--- src/rtl/translate_pkg.sv ---
// rtl/translate_pkg.sv - shared segment constants for the 7-segment decoder
package translate_pkg;

    localparam int SEG_BIT_A = 0;
    localparam int SEG_BIT_B = 1;
    localparam int SEG_BIT_C = 2;
    localparam int SEG_BIT_D = 3;
    localparam int SEG_BIT_E = 4;
    localparam int SEG_BIT_F = 5;
    localparam int SEG_BIT_G = 6;

    // Active-high patterns, bit 0 = segment a ... bit 6 = segment g
    localparam logic [6:0] SEG_0 = 7'h3F;
    localparam logic [6:0] SEG_1 = 7'h06;
    localparam logic [6:0] SEG_2 = 7'h5B;
    localparam logic [6:0] SEG_3 = 7'h4F;
    localparam logic [6:0] SEG_4 = 7'h66;
    localparam logic [6:0] SEG_5 = 7'h6D;
    localparam logic [6:0] SEG_6 = 7'h7D;
    localparam logic [6:0] SEG_7 = 7'h07;
    localparam logic [6:0] SEG_8 = 7'h7F;
    localparam logic [6:0] SEG_9 = 7'h6F;
    localparam logic [6:0] SEG_A = 7'h77;
    localparam logic [6:0] SEG_B = 7'h7C;
    localparam logic [6:0] SEG_C = 7'h39;
    localparam logic [6:0] SEG_D = 7'h5E;
    localparam logic [6:0] SEG_E = 7'h79;
    localparam logic [6:0] SEG_F = 7'h71;

    localparam logic [6:0] SEG_OFF = 7'h00;
    localparam logic [6:0] SEG_ALL = 7'((1 << SEG_BIT_A) | (1 << SEG_BIT_B) | (1 << SEG_BIT_C) |
                                        (1 << SEG_BIT_D) | (1 << SEG_BIT_E) | (1 << SEG_BIT_F) |
                                        (1 << SEG_BIT_G));

endpackage

--- src/rtl/seg7_lut.sv ---
// rtl/seg7_lut.sv - combinational digit code to active-high segment pattern
module seg7_lut
    import translate_pkg::*;
#(
    parameter bit HEX_EN = 1'b0
) (
    input  logic [3:0] code_i,
    output logic [6:0] pat_o,
    output logic       invalid_o
);

    logic [6:0] hex_pat;

    always_comb begin
        hex_pat = SEG_OFF;
        case (code_i)
            4'h0: hex_pat = SEG_0;
            4'h1: hex_pat = SEG_1;
            4'h2: hex_pat = SEG_2;
            4'h3: hex_pat = SEG_3;
            4'h4: hex_pat = SEG_4;
            4'h5: hex_pat = SEG_5;
            4'h6: hex_pat = SEG_6;
            4'h7: hex_pat = SEG_7;
            4'h8: hex_pat = SEG_8;
            4'h9: hex_pat = SEG_9;
            4'hA: hex_pat = SEG_A;
            4'hB: hex_pat = SEG_B;
            4'hC: hex_pat = SEG_C;
            4'hD: hex_pat = SEG_D;
            4'hE: hex_pat = SEG_E;
            4'hF: hex_pat = SEG_F;
            default: hex_pat = SEG_OFF;
        endcase
    end

    // Codes above 9 are letters only in hex mode; in BCD mode they blank and flag
    always_comb begin
        pat_o     = hex_pat;
        invalid_o = 1'b0;
        if (!HEX_EN && (code_i > 4'd9)) begin
            pat_o     = SEG_OFF;
            invalid_o = 1'b1;
        end
    end

endmodule

--- src/rtl/translate_seg7.sv ---
// rtl/translate_seg7.sv - registered 4-bit to 7-segment decoder with blank/lamp test
module translate_seg7
    import translate_pkg::*;
#(
    parameter bit HEX_EN     = 1'b0,
    parameter bit ACTIVE_LOW = 1'b0
) (
    input  logic       clock,
    input  logic       reset,
    input  logic [3:0] in,
    input  logic       blank,
    input  logic       lamp_test,
    output logic [6:0] out,
    output logic       err
);

    localparam logic [6:0] OUT_OFF = ACTIVE_LOW ? ~SEG_OFF : SEG_OFF;

    logic [6:0] lut_pat;
    logic       lut_invalid;
    logic [6:0] pat;
    logic [6:0] out_d, out_q;
    logic       err_d, err_q;

    seg7_lut #(
        .HEX_EN(HEX_EN)
    ) u_lut (
        .code_i   (in),
        .pat_o    (lut_pat),
        .invalid_o(lut_invalid)
    );

    // Priority below reset: lamp test, then blank, then the decoded digit
    always_comb begin
        pat   = lut_pat;
        err_d = lut_invalid;
        if (lamp_test) begin
            pat   = SEG_ALL;
            err_d = 1'b0;
        end else if (blank) begin
            pat   = SEG_OFF;
            err_d = 1'b0;
        end
        out_d = ACTIVE_LOW ? ~pat : pat;
    end

    always_ff @(posedge clock) begin
        if (reset) begin
            out_q <= OUT_OFF;
            err_q <= 1'b0;
        end else begin
            out_q <= out_d;
            err_q <= err_d;
        end
    end

    assign out = out_q;
    assign err = err_q;

endmodule

--- config.mk ---
export PLATFORM = sky130hd
export DESIGN_NAME = translate_seg7
export DESIGN_NICKNAME = d
export VERILOG_FILES = /design/src/rtl/translate_pkg.sv /design/src/rtl/seg7_lut.sv /design/src/rtl/translate_seg7.sv
export SDC_FILE = /design/constraint.sdc
export NUM_CORES = 1
export LEC_CHECK = 0
export CAP_MARGIN = 15
export CORE_AREA = 2 2 39 41
export CTS_CLUSTER_DIAMETER = 200
export DETAILED_ROUTE_END_ITERATION = 8
export DIE_AREA = 0 0 41 43
export PLACE_DENSITY = 0.69
export RECOVER_POWER = 50
export REMOVE_ABC_BUFFERS = 1
export SYNTH_ARGS = -nofsm -noshare
export SYNTH_HDL_FRONTEND = slang
export SYNTH_SLANG_ARGS = --single-unit
--- constraint.sdc ---
create_clock -name clock -period 2.2 [get_ports clock]
set_input_delay 0.33 -clock clock [delete_from_list [all_inputs] [get_ports clock]]
set_output_delay 0.33 -clock clock [all_outputs]
set_load 0.005 [all_outputs]
# After elaboration in Yosys (flattened, before gate mapping)
# Memory sizes are Yosys's and may differ from the RTL's.
# Index checks and enable logic that the tools add are counted.
[totals]
regBits = 8
romBits = 112
input_bits = 8
word_cells = 9
n_memories = 1
[memory_table]
columns = ["name", "words", "word_bits", "read_ports", "rd_ports_with_merged_regs", "wr", "line_no", "source"]
rows = [
  ["(no name shown)", 16, 7, 1, 0, 0, "seg7_lut.sv:16", "case (code_i)"],
]
[classes]
order_cmp = 1
n_mux = 4
n_reduce_logical = 1
[ops]
columns = ["operator", "n"]
rows = [
  ["7-bit 2-to-1 mux", 3],
  ["4-bit > comparator, second input constant", 1],
  ["3-bit OR reduction", 1],
  ["1-bit 2-to-1 mux", 1],
]

# Logic depth before layout (Yosys ltp)
# Gate-level depths: netlist (run 1).
[depth]
depth_word = 4
ltp_mapped = 6
depth_no_buf = 6

# Modules after synthesis
# Synthesis (run 1) repeated with hierarchy kept, for this count alone.
[unflattened]
cells_unflattened = 59
area_unflattened_um2 = 499.2
[modules_own_cells]
columns = ["module", "instances", "cells_per_inst", "area_per_inst_um2", "seq_area_each_um2"]
rows = [
  ["translate_seg7", 1, 25, 269.0, 160.2],
  ["seg7_lut", 1, 34, 230.2, 0.0],
]

# Worst setup path after synthesis (run 1)
# Ideal clock, no wire load.
[synth_path]
path_kind = "input-to-reg"
from = "in in[1]"
to = "reg out_q[0], in the netlist out[0]"
t_arrival_ps = 1184
t_required_ps = 2078
slack_ps = 894
cell_stages = 6
path_cell_list = "inv_1 -> ha_1 -> mux2i_1 -> o22ai_1 -> mux2i_1 -> o31ai_2"
[synth_between]
elab_chain_len = 4
elab_cells_between_ends = 5
classes_between = "order compare: 1; mux: 3; memory: 1"
[synth_lines]
columns = ["element", "line_no", "source"]
rows = [
  ["start: declaration", "translate_seg7.sv:10", "input logic [3:0] in,"],
  ["memory read 16 x 7 bit / 4-bit > comparator (equally long branches)", "n/a", ""],
  ["7-bit 2-to-1 mux (*)", "seg7_lut.sv:41", "if (!HEX_EN && (code_i > 4'd9)) begin"],
  ["7-bit 2-to-1 mux (*)", "translate_seg7.sv:40", "end else if (blank) begin"],
  ["7-bit 2-to-1 mux (*)", "translate_seg7.sv:37", "if (lamp_test) begin"],
  ["end signal: assignment", "translate_seg7.sv:52", "out_q <= out_d;"],
  ["end: declaration", "translate_seg7.sv:22", "logic [6:0] out_d, out_q;"],
]
# Mark *: on every way between the ends. The rest lies on a longest branch, timed or not.
# A chain may end at the register's enable or synchronous reset.

# Final worst setup path (run 1)
[layout_path]
from = "in in[0]"
to = "reg out_q[6], in the netlist out[6]"
# The elaborated chain is that of the path after synthesis.

==> impl_metrics.tcl, run 1 <==
set metrics [dict create \
    status "finished, final reports clean" \
    async_flop_share_pct 0 \
    gp_congestion 0.7524 \
    grt_max_degree 14 \
    detail-route-antenna-nets 0 \
    stdcell_count 86 \
    utilization_pct 49.82 \
    cap_violations 0 \
    drt_pass1_iterations 2 \
    initial_core_util_pct 36.98 \
    worstSetupPathType "in2reg" \
    antenna_cells 0 \
    yosysTopAreaCell "dfxtp_1" \
    grt_pass1_vias 370 \
    synthTopCellsByArea "dfxtp_1, ha_1, mux2i_1" \
    die_height_microns 43 \
    cts_made_buffers 3 \
    dr.max_layer_used "met4" \
    grt_pass1_wl_microns 1469 \
    clock_path_buffers 2 \
    muxShareOfSynthArea_pct 12.47 \
    clk_pin_slew_ns 0.05 \
    drv_slew 0 \
    grt_use_total_pct 12.47 \
    fin_nets 86 \
    seq_area_frac_synth_pct 31.30 \
    port_buffers 15 \
    synth_compound_area_share_pct 21.52 \
    drive_above_1_share_pct 12.86 \
    switching_share_pct 24.02 \
    clkPwrFrac_pct 29.4 \
    cts.sink_count 8 \
    overflow 0 \
    p_per_area_nw_per_um2 512.4 \
    finalSetupTns_ns 0 \
    p_seq_share_pct 44.6 \
    tightestPinTransition_ns 0.4036 \
    hold_path_class "in2reg" \
    syn_inst 53 \
    synth-simple-area-share_pct 13.45 \
    syn_to_final_growth_pct 34.72 \
    power.switching_uw 84.86 \
    synthAdderAreaFrac_pct 14.67 \
    cts-root-buf "clkbuf_4" \
    io_pins 16 \
    cts_tree "done" \
    synth_area_per_cell_sq_um 9.655 \
    final_hold_viol_count 0 \
    path_max_fanout 5 \
    dp_hpwl_microns 771.5 \
    wl_met3_microns 62 \
    synth-xor-area-share_pct 0 \
    p_comb_share_pct 26.0 \
    final-setup-viol-count 0 \
    dp_cells 83 \
    max_clock_freq_mhz 579.6 \
    via_count 419 \
    slew-limit-headroom_pct 73.01 \
    hp-start "blank" \
    synth_common_cells "dfxtp_1, nor2_1, ha_1" \
    core_sq_um 1384 \
    synth-edff-count 0 \
    cts_hold_buffers 0 \
    arrival_ns 1.91 \
    ctsResizeCount 0 \
    rows 14 \
    fin_area_sq_um 689.4 \
    syn-cell-area_sq_um 511.7 \
    wirelength_microns 929 \
    end_kind "flop" \
    synth_top_area_share_pct 31.30 \
    drc 0 \
    leakage_nw 0.3000 \
    h-tree-depth 1 \
    drtIter0Drc 9 \
    dr_wl_met2_microns 461 \
    startpoint_type "primary input" \
    cp.required_ns 2.38 \
    wl_met1_microns 392 \
    die_area_sq_um 1763 \
    synth_top_family_by_area "compound AO/OA/AOI/OAI gates" \
    cts_setup_buffers 0 \
    synth.distinct_cells 22 \
    rsz0062_at_grt "no" \
    min_period_ns 1.725 \
    p_int_uw 268.4 \
    synth.most_common_cell "dfxtp_1" \
    yosysWarnings 0 \
    period_share_pct 78.42 \
    critPathLaunch "in[0]" \
    peakVddDrop_uv 143.1 \
    die_w_microns 41 \
    place_area_sq_um 666.9 \
    synth_flop_cell "dfxtp_1" \
    routed_via_density 4.872 \
    holdWs_ns 0.7354 \
    antenna_found_initial 0 \
    avgRoutedWirePerCell_microns 10.80 \
    synth-seq-cells 8 \
]
## through the flow
step / total power [mW] / worst slack, ns
4_1_cts: 0.3630 / 0.4570
2_1_floorplan: 0.2063 / 0.8939
6_report: 0.3532 / 0.4748
5_1_grt: 0.3741 / 0.3412
3_5_place_dp: 0.2579 / 0.1976
3_3_place_gp: 0.2564 / 0.2516
## worst paths after layout
kind | endpoint | slack, ns | cells after the start
min | err$_SDFF_PP0_ | 0.74 | 2
max | out[6]$_SDFF_PP0_ | 0.47 | 7
## critical path, stage by stage
cell and delay (ns):
clkdlybuf4s50_1 0.54, inv_1 0.12, ha_1 0.27, mux2_2 0.28, a22oi_1 0.20, a21oi_1 0.09, nor2_1 0.08
## layout make-up
class	count	area (sq um)
Fill cell	143	694.4
Multi-Input combinational cell	40	317.8
Sequential cell	8	160.2
Timing Repair Buffer	16	157.7
Clock buffer	3	22.52
Tap cell	16	20.02
Inverter	3	11.26
## sequential cells by signal, summed over array words and instances (netlist names)
register,count
out,7
err,1
## cells by family (layout without fill, tap and decap cells)
| kind of cell | count (synthesis) | count (layout) |
|---|---|---|
| multiplexers | 5 | 5 |
| flip-flops | 8 | 8 |
| buffers and inverters | 5 | 22 |
| adder cells (fa/ha/maj) | 6 | 6 |
| AO/OA/AOI/OAI | 14 | 14 |
| AND/OR/NAND/NOR | 15 | 15 |
## per-layer routing
| metal | vias up | track usage, % |
|---|---|---|
| li1 | 223 | - |
| met1 | 182 | 11.97 |
| met2 | 12 | 21.56 |
| met3 | 2 | 1.571 |
| met4 | 0 | 10.00 |
| met5 | - | 0 |
## cells in the final DEF, fill, tap and decap left out
| master | instances |
|---|---|
| a21oi_1 | 3 |
| a21oi_2 | 1 |
| a22oi_1 | 1 |
| a31oi_1 | 1 |
| a32o_1 | 1 |
| buf_4 | 1 |
| clkbuf_4 | 3 |
| clkdlybuf4s50_1 | 7 |
| dfxtp_1 | 8 |
| dlygate4sd3_1 | 8 |
| ha_1 | 6 |
| inv_1 | 3 |
| mux2_2 | 1 |
| mux2i_1 | 3 |
| mux4_2 | 1 |
| nand2_1 | 3 |
| nand2b_1 | 3 |
| nor2_1 | 7 |
| nor2b_1 | 1 |
| nor4_1 | 1 |
| o21ai_1 | 3 |
| o21bai_4 | 1 |
| o22ai_1 | 1 |
| o31ai_2 | 1 |
| o32a_1 | 1 |
## power groups by stage
stage | clock (mW) | sequential (mW) | combinational [mW]
floorplan | 0 | 0.163 | 0.0434
global placement | 0 | 0.161 | 0.0957
detailed placement | 0 | 0.161 | 0.0968
CTS | 0.108 | 0.158 | 0.0971
global route | 0.113 | 0.158 | 0.103
finish | 0.104 | 0.157 | 0.0920
No activity file was read; power rests on OpenSTA's default activity.
==> run 2, diff against run 1 <==
--- a/config.mk
+++ b/config.mk
@@ -6,10 +6,10 @@
 export NUM_CORES = 1
 export LEC_CHECK = 0
 export CAP_MARGIN = 15
-export CORE_AREA = 2 2 39 41
+export CORE_AREA = 2 2 40 42
 export CTS_CLUSTER_DIAMETER = 200
 export DETAILED_ROUTE_END_ITERATION = 8
-export DIE_AREA = 0 0 41 43
+export DIE_AREA = 0 0 42 44
 export PLACE_DENSITY = 0.69
 export RECOVER_POWER = 50
 export REMOVE_ABC_BUFFERS = 1
==> constraint.sdc (replaced) <==
create_clock -name clock -period 1.5 [get_ports clock]
set_input_delay 0.225 -clock clock [delete_from_list [all_inputs] [get_ports clock]]
set_output_delay 0.225 -clock clock [all_outputs]
set_load 0.005 [all_outputs]
==> run 2 against run 1 <==
Hold slack lost 0.10 ns. Sequential cell count is the same. Sequential share of layout area shrank 3.1 points. Design area grew 15%.
==> impl_metrics.tcl, run 2 (synthesized netlist as in run 1, its figures left out) <==
set metrics [dict create \
    min_period_ns 1.459 \
    rows 14 \
    grt_pass1_vias 446 \
    io_pins 16 \
    holdPathEnd "out[1]$_SDFF_PP0_" \
    clock_path_buffers 2 \
    min_path_cells 4 \
    p_per_area_nw_per_um2 690.9 \
    gp_congestion 0.7321 \
    stdcell_count 97 \
    port_buffers 15 \
    cts-root-buf "clkbuf_4" \
    leakage_nw 0.3474 \
    rsz0062_at_grt "yes" \
    arrival_ns 1.64 \
    cts.sink_count 8 \
    cp.required_ns 1.68 \
    final_cell_mix "buf_4, dfxtp_1, clkdlybuf4s50_1" \
    dp_hpwl_microns 819.9 \
    worstSetupPathType "in2reg" \
    die_height_microns 44 \
    largest_reg_flops 7 \
    syn_to_final_growth_pct 55.26 \
    grt_max_degree 11 \
    fillers 120 \
    final_common_cell "buf_4" \
    cap_violations 0 \
    dp_cells 94 \
    drv_slew 0 \
    finalSetupTns_ns 0 \
    clk_pin_slew_ns 0.05 \
    peakVddDrop_uv 199.0 \
    cts_made_buffers 3 \
    tightestPinTransition_ns 0.2357 \
    drive_above_1_share_pct 33.33 \
    startpoint_type "primary input" \
    final_hold_viol_count 0 \
    cts_setup_buffers 0 \
    overflow 0 \
    drt_pass1_iterations 2 \
    die_w_microns 42 \
    antenna_found_initial 0 \
    finalPower_uw 548.9 \
    detail-route-antenna-nets 0 \
    antenna_cells 0 \
    h-tree-depth 1 \
    final-setup-viol-count 0 \
    wirelength_microns 990 \
    slew-limit-headroom_pct 84.24 \
    initial_core_util_pct 36.07 \
    grt_pass1_wl_microns 1600 \
    via_count 466 \
    avgRoutedWirePerCell_microns 10.21 \
    fin_nets 97 \
    end_kind "flop" \
    cts_hold_buffers 0 \
    max_clock_freq_mhz 685.4 \
    hp-start "in[0]" \
    die_area_sq_um 1848 \
    routed_via_density 4.804 \
    period_share_pct 97.27 \
    status "finished, final reports clean" \
    core_sq_um 1419 \
    grt_use_total_pct 11.61 \
    drtIter0Drc 3 \
    hold_path_class "in2reg" \
    cts_tree "done" \
    drc 0 \
    path_max_fanout 4 \
]
-- run 2: changes by cell type in the layout (fill, tap and decap cells not counted), moves of 2 or more --
cell / before / now
ha_1: 6 / 3
ha_2: 0 / 3
inv_2: 0 / 2
buf_4: 1 / 12
dlygate4sd3_1: 8 / 6
inv_1: 3 / 1
-- run 2: metrics by stage --
| step | instance area (sq um) | worst slack [ns] | utilization (%) | hold slack, ns |
|---|---|---|---|---|
| global route | 794.5 | -0.01980 | 56.00 | 0.6729 |
| global placement | 749.5 | -0.2667 | 52.82 | 0.8930 |
| CTS | 773.2 | 0.01856 | 54.50 | 0.6279 |
| detailed placement | 749.5 | -0.2996 | 52.82 | 0.8920 |
| finish | 794.5 | 0.04099 | 56.00 | 0.6344 |
| floorplan | 489.2 | 0.2989 | - | 0.2974 |
-- run 2: area by class of cell --
cell class	count	area, sq um	area share (%)
tap	16	20.02	2.520
inverter	3	11.26	1.417
timing repair buffer	27	239.0	30.08
sequential	8	160.2	20.16
multi-input combinational	40	341.6	42.99
clock buffer	3	22.52	2.835
-- run 2: worst max-delay path by stage --
| stage | start | endpoint |
|---|---|---|
| floorplan | in[1] | out[0]$_SDFF_PP0_ |
| global placement | in[0] | out[3]$_SDFF_PP0_ |
| detailed placement | in[1] | out[0]$_SDFF_PP0_ |
| CTS | in[1] | out[3]$_SDFF_PP0_ |
| global route | in[1] | out[0]$_SDFF_PP0_ |
| finish | in[1] | out[3]$_SDFF_PP0_ |
-- run 2: power breakdown --
group	internal (mW)	switching [mW]
combinational	0.0962	0.0697
clock	0.0907	0.0609
sequential	0.229	0.00291
total	0.415	0.133
-- run 2: critical path, stage by stage --
cell and delay (ns):
clkdlybuf4s50_1 0.49, inv_2 0.06, ha_1 0.26, inv_1 0.04, mux4_2 0.44, o21ai_1 0.12
-- run 2: routing by layer --
layer  share of wire, %  global-route usage [%]  wire length (microns)
met1                 39                   10.10                    385
met2                 55                   23.44                    549
met3                4.9                   2.500                     49
met4               0.51                   7.742                      5
met5                  0                       0                      0
-- run 2: what timing repair did --
action / 4_1_cts / 5_1_grt
cloned: 0 / 0
endpoints found under the setup margin: 4 / 7
resized for setup: 3 / 6
pin swaps: 0 / 1
